`src/rtl/btn_event_decoder.sv`:
```
// Turns debounced switch levels into single-cycle press / short / long / repeat
// events, timed in debounce ticks. One independent channel per switch.

module btn_event_chan #(
    parameter int LONG_TICKS   = 10,
    parameter int REPEAT_TICKS = 2,
    parameter int CNT_W        = 8
) (
    input  logic clk_i,
    input  logic rst_i,
    input  logic tick_i,
    input  logic sw_i,
    output logic press_o,
    output logic short_o,
    output logic long_o,
    output logic rpt_o,
    output logic held_o
);
    typedef enum logic [1:0] {IDLE, PRESSED, HELD} state_t;

    localparam logic [CNT_W-1:0] LONG_TERM = CNT_W'(LONG_TICKS - 1);
    localparam logic [CNT_W-1:0] RPT_TERM  = CNT_W'(REPEAT_TICKS - 1);

    state_t           state_q, state_d;
    logic [CNT_W-1:0] cnt_q, cnt_d;
    logic             sw_q;
    logic             press_q, press_d;
    logic             short_q, short_d;
    logic             long_q, long_d;
    logic             rpt_q, rpt_d;

    always_comb begin
        state_d = state_q;
        cnt_d   = cnt_q;
        press_d = 1'b0;
        short_d = 1'b0;
        long_d  = 1'b0;
        rpt_d   = 1'b0;
        case (state_q)
            IDLE: begin
                // A level already high at reset never counts as a rise.
                if (sw_i && !sw_q) begin
                    state_d = PRESSED;
                    cnt_d   = '0;
                    press_d = 1'b1;
                end
            end
            PRESSED: begin
                if (!sw_i) begin
                    state_d = IDLE;
                    cnt_d   = '0;
                    short_d = 1'b1;
                end else if (tick_i) begin
                    if (cnt_q == LONG_TERM) begin
                        state_d = HELD;
                        cnt_d   = '0;
                        long_d  = 1'b1;
                    end else begin
                        cnt_d = cnt_q + 1'b1;
                    end
                end
            end
            HELD: begin
                if (!sw_i) begin
                    state_d = IDLE;
                    cnt_d   = '0;
                end else if (tick_i) begin
                    if (cnt_q == RPT_TERM) begin
                        cnt_d = '0;
                        rpt_d = 1'b1;
                    end else begin
                        cnt_d = cnt_q + 1'b1;
                    end
                end
            end
            default: begin
                state_d = IDLE;
                cnt_d   = '0;
            end
        endcase
    end

    always_ff @(posedge clk_i) begin
        if (rst_i) begin
            state_q <= IDLE;
            cnt_q   <= '0;
            sw_q    <= 1'b1;
            press_q <= 1'b0;
            short_q <= 1'b0;
            long_q  <= 1'b0;
            rpt_q   <= 1'b0;
        end else begin
            state_q <= state_d;
            cnt_q   <= cnt_d;
            sw_q    <= sw_i;
            press_q <= press_d;
            short_q <= short_d;
            long_q  <= long_d;
            rpt_q   <= rpt_d;
        end
    end

    assign press_o = press_q;
    assign short_o = short_q;
    assign long_o  = long_q;
    assign rpt_o   = rpt_q;
    assign held_o  = (state_q != IDLE);
endmodule

module btn_event_decoder #(
    parameter int N_SW         = 5,
    parameter int LONG_TICKS   = 10,
    parameter int REPEAT_TICKS = 2,
    parameter int CNT_W        = 8
) (
    input  logic            clk_i,
    input  logic            rst_i,
    input  logic            tick_10hz_i,
    input  logic [N_SW-1:0] sw_i,
    output logic [N_SW-1:0] press_pulse_o,
    output logic [N_SW-1:0] short_pulse_o,
    output logic [N_SW-1:0] long_pulse_o,
    output logic [N_SW-1:0] rpt_pulse_o,
    output logic [N_SW-1:0] held_o
);
    for (genvar g = 0; g < N_SW; g++) begin : g_chan
        btn_event_chan #(
            .LONG_TICKS  (LONG_TICKS),
            .REPEAT_TICKS(REPEAT_TICKS),
            .CNT_W       (CNT_W)
        ) u_chan (
            .clk_i  (clk_i),
            .rst_i  (rst_i),
            .tick_i (tick_10hz_i),
            .sw_i   (sw_i[g]),
            .press_o(press_pulse_o[g]),
            .short_o(short_pulse_o[g]),
            .long_o (long_pulse_o[g]),
            .rpt_o  (rpt_pulse_o[g]),
            .held_o (held_o[g])
        );
    end
endmodule

```
`config.mk`:
```
export PLATFORM = sky130hd
export DESIGN_NAME = btn_event_decoder
export DESIGN_NICKNAME = d
export VERILOG_FILES = /design/src/rtl/btn_event_decoder.sv
export SDC_FILE = /design/constraint.sdc
export NUM_CORES = 1
export LEC_CHECK = 0
export ABC_CLOCK_PERIOD_IN_PS = 2300
export CAP_MARGIN = 20
export CORE_ASPECT_RATIO = 1.1
export CORE_UTILIZATION = 49
export CTS_CLUSTER_SIZE = 25
export DETAILED_ROUTE_END_ITERATION = 8
export GPL_ROUTABILITY_DRIVEN = 0
export PLACE_DENSITY_LB_ADDON = 0.12
export SYNTH_ARGS = -nofsm -noshare
export SYNTH_HDL_FRONTEND = slang
export SYNTH_SLANG_ARGS = --single-unit
```
`constraint.sdc`:
```
create_clock -name clk_i -period 2.3 [get_ports clk_i]
set_clock_uncertainty 0.05 [all_clocks]
set_input_delay 0.46 -clock clk_i [delete_from_list [all_inputs] [get_ports clk_i]]
set_output_delay 0.46 -clock clk_i [all_outputs]
set_load 0.01 [all_outputs]
```
After elaboration in Yosys (flattened, before gate mapping)
Index checks and enable logic that the tools add are counted.
Word-level totals
  register bits: 75
  bits of input ports: 8
  output and inout port bits: 25
  word-level logic and storage cells: 246
Operators by class
  $add $sub $neg: 5
  eq/ne operators: 45
  mux-type cells: 90
  bitwise operators: 21
  reductions and logical operators: 50
Operators with widths (number)
  8-bit 2-to-1 mux: 35
  8-bit one-hot mux with 3 select lines: 5
  2-bit 2-to-1 mux: 25
  8-bit by 1-bit adder with 8-bit output (second input constant): 5
  8-bit by 1-bit == test with 1-bit output (second input constant): 5
  8-bit by 4-bit == test with 1-bit output (second input constant): 5
  4-bit OR reduction: 10
  3-bit inequality test (second input constant): 10
  2-bit one-hot mux with 3 select lines: 5
  1-bit inverter: 21
  1-bit 2-to-1 mux: 20
  4-bit AND reduction: 5
  2-bit OR reduction: 10
  3-bit by 2-bit inequality test with 1-bit output (second input constant): 5
  3-bit AND reduction: 5
  2-bit by 1-bit == test with 1-bit output (second input constant): 5
  2-bit == test (second input constant): 5
  2-bit logical NOT: 5
  2-bit by 1-bit inequality test with 1-bit output (second input constant): 5
  2-bit inequality test (second input constant): 5
  2-bit nonzero test: 5
  1-bit logical AND: 5
  1-bit logical NOT: 5

Longest topological paths before layout
  depth after elaboration: 5
  mapped depth: 7
  depth with buffers taken out: 6

Hierarchy
Synthesis repeated with hierarchy kept, for this count alone.
Unflattened totals
  cell total of the unflattened synthesis: 489
  area, all modules: 4264.1 µm²
Modules (own cells, without submodules)
  btn_event_chan at g_chan[0].u_chan ...: instances 3, cells an instance 97, area an instance 843.3 µm², sequential area each 300.3 µm²
  btn_event_chan at g_chan[4].u_chan: instances 1, cells an instance 101, area an instance 870.8 µm², sequential area each 300.3 µm²
  btn_event_chan at g_chan[2].u_chan: instances 1, cells an instance 97, area an instance 863.3 µm², sequential area each 300.3 µm²

Least setup slack after synthesis
OpenSTA, ideal clock, no wires.
  path kind: reg-to-reg
  start: register g_chan[4].u_chan.state_q[0]
  end: register g_chan[4].u_chan.cnt_q[5]
  setup time: 0.079 ns
  data arrival time: 1.705 ns
  required time: 2.171 ns
  setup slack: 0.466 ns
  cell stages (with the launch flop): 7
  buffers on the path: 0
  clock period less this slack: 1.834 ns
  path through: dfxtp_1 > inv_1 > ha_1 > o21ai_0 > o2bb2ai_2 > or4_1 > o211ai_1
On the way
  cells in the longest elaborated chain, start to end: 3
  elaborated cells between the ends (all ways): 8
  classes of those cells: eq/ne (5); mux (1); reduce/logical (2)
Ends and longest elaborated chain
  from (decl): RTL line 24  | state_t state_q, state_d;
  from (signal assigned): RTL line 93  | state_q <= state_d;
  2-bit == test, or another cell as far along: RTL line 39  | case (state_q)
  3-bit inequality test (no line) / 2-bit by 1-bit inequality test with 1-bit output (equally long branches)
  3-bit AND reduction (no line)
  to (signal assigned): RTL line 94  | cnt_q <= cnt_d;
  to (decl): RTL line 25  | logic [CNT_W-1:0] cnt_q, cnt_d;
Several ways; a longest one is shown, not always the timed one.
A chain may end at the register's enable or synchronous reset.

Worst setup path in the final report
  start: register g_chan[2].u_chan.state_q[0]
  end: output port held_o[2]
On the way
  cells in the longest elaborated chain, start to end: 1
Ends and longest elaborated chain
  from (decl): RTL line 24
  from (signal assigned): RTL line 93
  2-bit nonzero test: RTL line 107  | assign held_o = (state_q != IDLE);
  to (decl): RTL line 124  | output logic [N_SW-1:0] held_o
No other way between the ends.

==> out/metrics.cfg <==
[power_and_ir_drop]
p_int_w=0.00243
leakagePower_nw=1.66
totalPowerFinal_w=0.00380
switching_share_pct=36.1
p_clk_share_pct=26.7
p_seq_share_pct=36.9
combinationalPowerShare_pct=36.4
pwr_density_cell_mw_per_mm2=775
peakVddDrop_v=0.000375
p_sw_w=0.00137

[global_route]
grt_usage_pct=21.2
antenna_found_initial=0
grt_pass1_vias=3521
grt_max_degree=34
grt_pass1_wl_mm=16.1
grt_overflow=0

[yosys]
synth_seq_cells=75
yosysWarnings=0
ys_types=49
syn_nets=554
yosysTopAreaCellShare_pct=34.5
synth_largest_area_cell=dfxtp_1
synth_area_leaders=dfxtp_1, ha_1, buf_4, nand2_1, inv_1
synthTopCellsByCount=dfxtp_1, nand2_1, inv_1
synth.most_common_cell=dfxtp_1
syn_inst=520
syn_avg_cell_area_um2=8.36
synthesis.area_mm2=0.00435
synth-main-ff-cell=dfxtp_1
synth_edf_count=0
async_flop_share_pct=0
ys_seq_area_share_pct=34.5

[final_layout]
syn2layout_area_growth_pct=12.8
antenna_cells=0
nNetsFinal=575
fin_area_mm2=0.00490
nFillCells=799
drive_gt1_share_pct=11.4

[routing]
drtAntennaViolNets=0
wl_mm=9.15
vias=3793
firstDrtPassIters=4
drt_iter0_markers=301
viasPerCell=5.77
wl_per_cell_um=13.9
drc=0

[timing]
finalCritPeriodShare_pct=95.2
max-slew-margin-rel_pct=58.2
drv_slew=0
tns_ns=0
fmax_mhz=457
period_needed_ns=2.19
worst-slew-pin-transition_ns=0.627
finalWorstSetupSlack_ns=0.110
setup_viol=0
finalHoldViolations=0
rsz0062_at_grt=false
hold_ws_ns=0.445

[placement]
place_area_mm2=0.00470
io_buffer_count=32
dp_hpwl_mm=6.54
dp_slack_ns=0.138

[floorplanning]
ios=33
die_y_um=101
die_w_um=91.8
die-area_mm2=0.00925
rows=35
core_area_mm2=0.00850
initial_utilization_pct=51.2

[critical_path]
crit_fanout=5
critPathRequiredTime_ns=1.79
path_class=flip-flop to primary output
reg2reg_slack_ns=0.29
crit_arrival_ns=1.68
reg2reg_depth=6
endpoint_kind=primary output
startpoint_type=flip-flop

[cts]
cts_sinks=75
clockBufferDepth=2
clkLatencyLatePin_ns=0.35
cts.clk_slew.worst_paths_ns=0.09
cts_hold_buf=0
cts_buffers=9
h-tree-depth=3
tritoncts=built
cts-root-buf=clkbuf_8

[min_path]
worstHoldPathCells=2
hold_class=flip-flop to flip-flop

[run]
cap_viol_max_count=0

[status]
status=completed

==> final timing paths <==
path                               startpoint                   endpoint
setup / recovery  g_chan[2].u_chan.state_q[0]                  held_o[2]
hold / removal      g_chan[4].u_chan.cnt_q[1]  g_chan[4].u_chan.cnt_q[1]
setup reg to reg  g_chan[4].u_chan.state_q[0]  g_chan[4].u_chan.cnt_q[2]
hold reg to reg     g_chan[4].u_chan.cnt_q[1]  g_chan[4].u_chan.cnt_q[1]
==> repair_timing <==
item / 4_1_cts / 5_1_grt
setup endpoints to repair: 0 / 4
setup buffers: 0 / 0
hold endpoints to repair: 0 / 0
gates resized for setup: 0 / 1
==> registers in the layout (all words and copies together) (netlist names) <==
signal,count
g_chan.u_chan.short_o,5
g_chan.u_chan.long_o,5
g_chan.u_chan.state_q,10
g_chan.u_chan.rpt_o,5
g_chan.u_chan.press_o,5
g_chan.u_chan.sw_q,5
g_chan.u_chan.cnt_q,40
==> power by group through the flow <==
stage / sequential, W / clock, W / combinational (W)
after floorplan: 0.00142 / 0 / 0.000974
after global placement: 0.00143 / 0 / 0.00136
after detailed placement: 0.00144 / 0 / 0.00136
after CTS: 0.00140 / 0.00104 / 0.00137
after global routing: 0.00141 / 0.00110 / 0.00153
final: 0.00140 / 0.00101 / 0.00138
==> area by class of cell <==
type / count / area [um^2] / share of cell area [%]
well taps: 111 / 139 / 2.83
flip-flops and latches: 75 / 1500 / 30.6
multi-input cells: 355 / 2410 / 49.2
clock buffers: 10 / 128 / 2.60
repair buffers: 55 / 488 / 9.96
inverters: 45 / 169 / 3.45
clock inverters: 6 / 66.3 / 1.35
==> cell families after synthesis <==
kind of cell | count (synthesis) | share of synthesized area [%]
adders and majority gates | 26 | 7.48
and+or+nand+nor | 208 | 26.6
DFF | 75 | 34.5
AOI/OAI and AO/OA | 113 | 19.3
muxes | 8 | 1.90
buffers and inverters | 90 | 10.2
==> metal layers <==
metal,vias to the layer above,global-route usage (%),part of all wire (%)
li1,1928,-,-
met1,1758,28.9,48
met2,95,34.6,47
met3,12,2.71,4.0
met4,0,7.33,1.3
met5,-,0,0
==> critical path: stages (launching register included) <==
cell             delay (ns)
dfxtp_1                0.37
inv_1                  0.07
ha_1                   0.27
inv_1                  0.10
clkdlybuf4s50_1        0.53
==> through the flow <==
stage,cells,util [%]
2_1_floorplan,520,-
3_5_place_dp,641,55.3
3_3_place_gp,641,55.3
4_1_cts,657,57.6
5_1_grt,657,57.7
6_report,657,57.7
==> cells in the final DEF (no fill, tap or decap), types with 3 or more instances in the layout <==
| cell type | n |
|---|---|
| a41oi_1 | 4 |
| buf_4 | 23 |
| nor2_1 | 25 |
| nor2b_1 | 5 |
| o31ai_1 | 4 |
| nand3b_1 | 8 |
| and3_1 | 5 |
| o211ai_1 | 4 |
| clkbuf_8 | 9 |
| dfxtp_1 | 75 |
| a2bb2oi_1 | 5 |
| or4_1 | 4 |
| o32ai_1 | 9 |
| inv_1 | 43 |
| mux2i_1 | 6 |
| clkinvlp_4 | 3 |
| o2111ai_1 | 6 |
| a311oi_1 | 7 |
| nand3_1 | 25 |
| nand2b_1 | 16 |
| ha_1 | 26 |
| a31oi_1 | 22 |
| nand2_1 | 48 |
| o2bb2ai_1 | 4 |
| a21oi_1 | 22 |
| or3_1 | 12 |
| nand4_1 | 14 |
| nand4b_1 | 9 |
| nor4_1 | 11 |
| or2_2 | 5 |
| clkdlybuf4s50_1 | 31 |
| o21ai_0 | 9 |
| nor3_1 | 14 |
(Power assumes the default switching activity.)
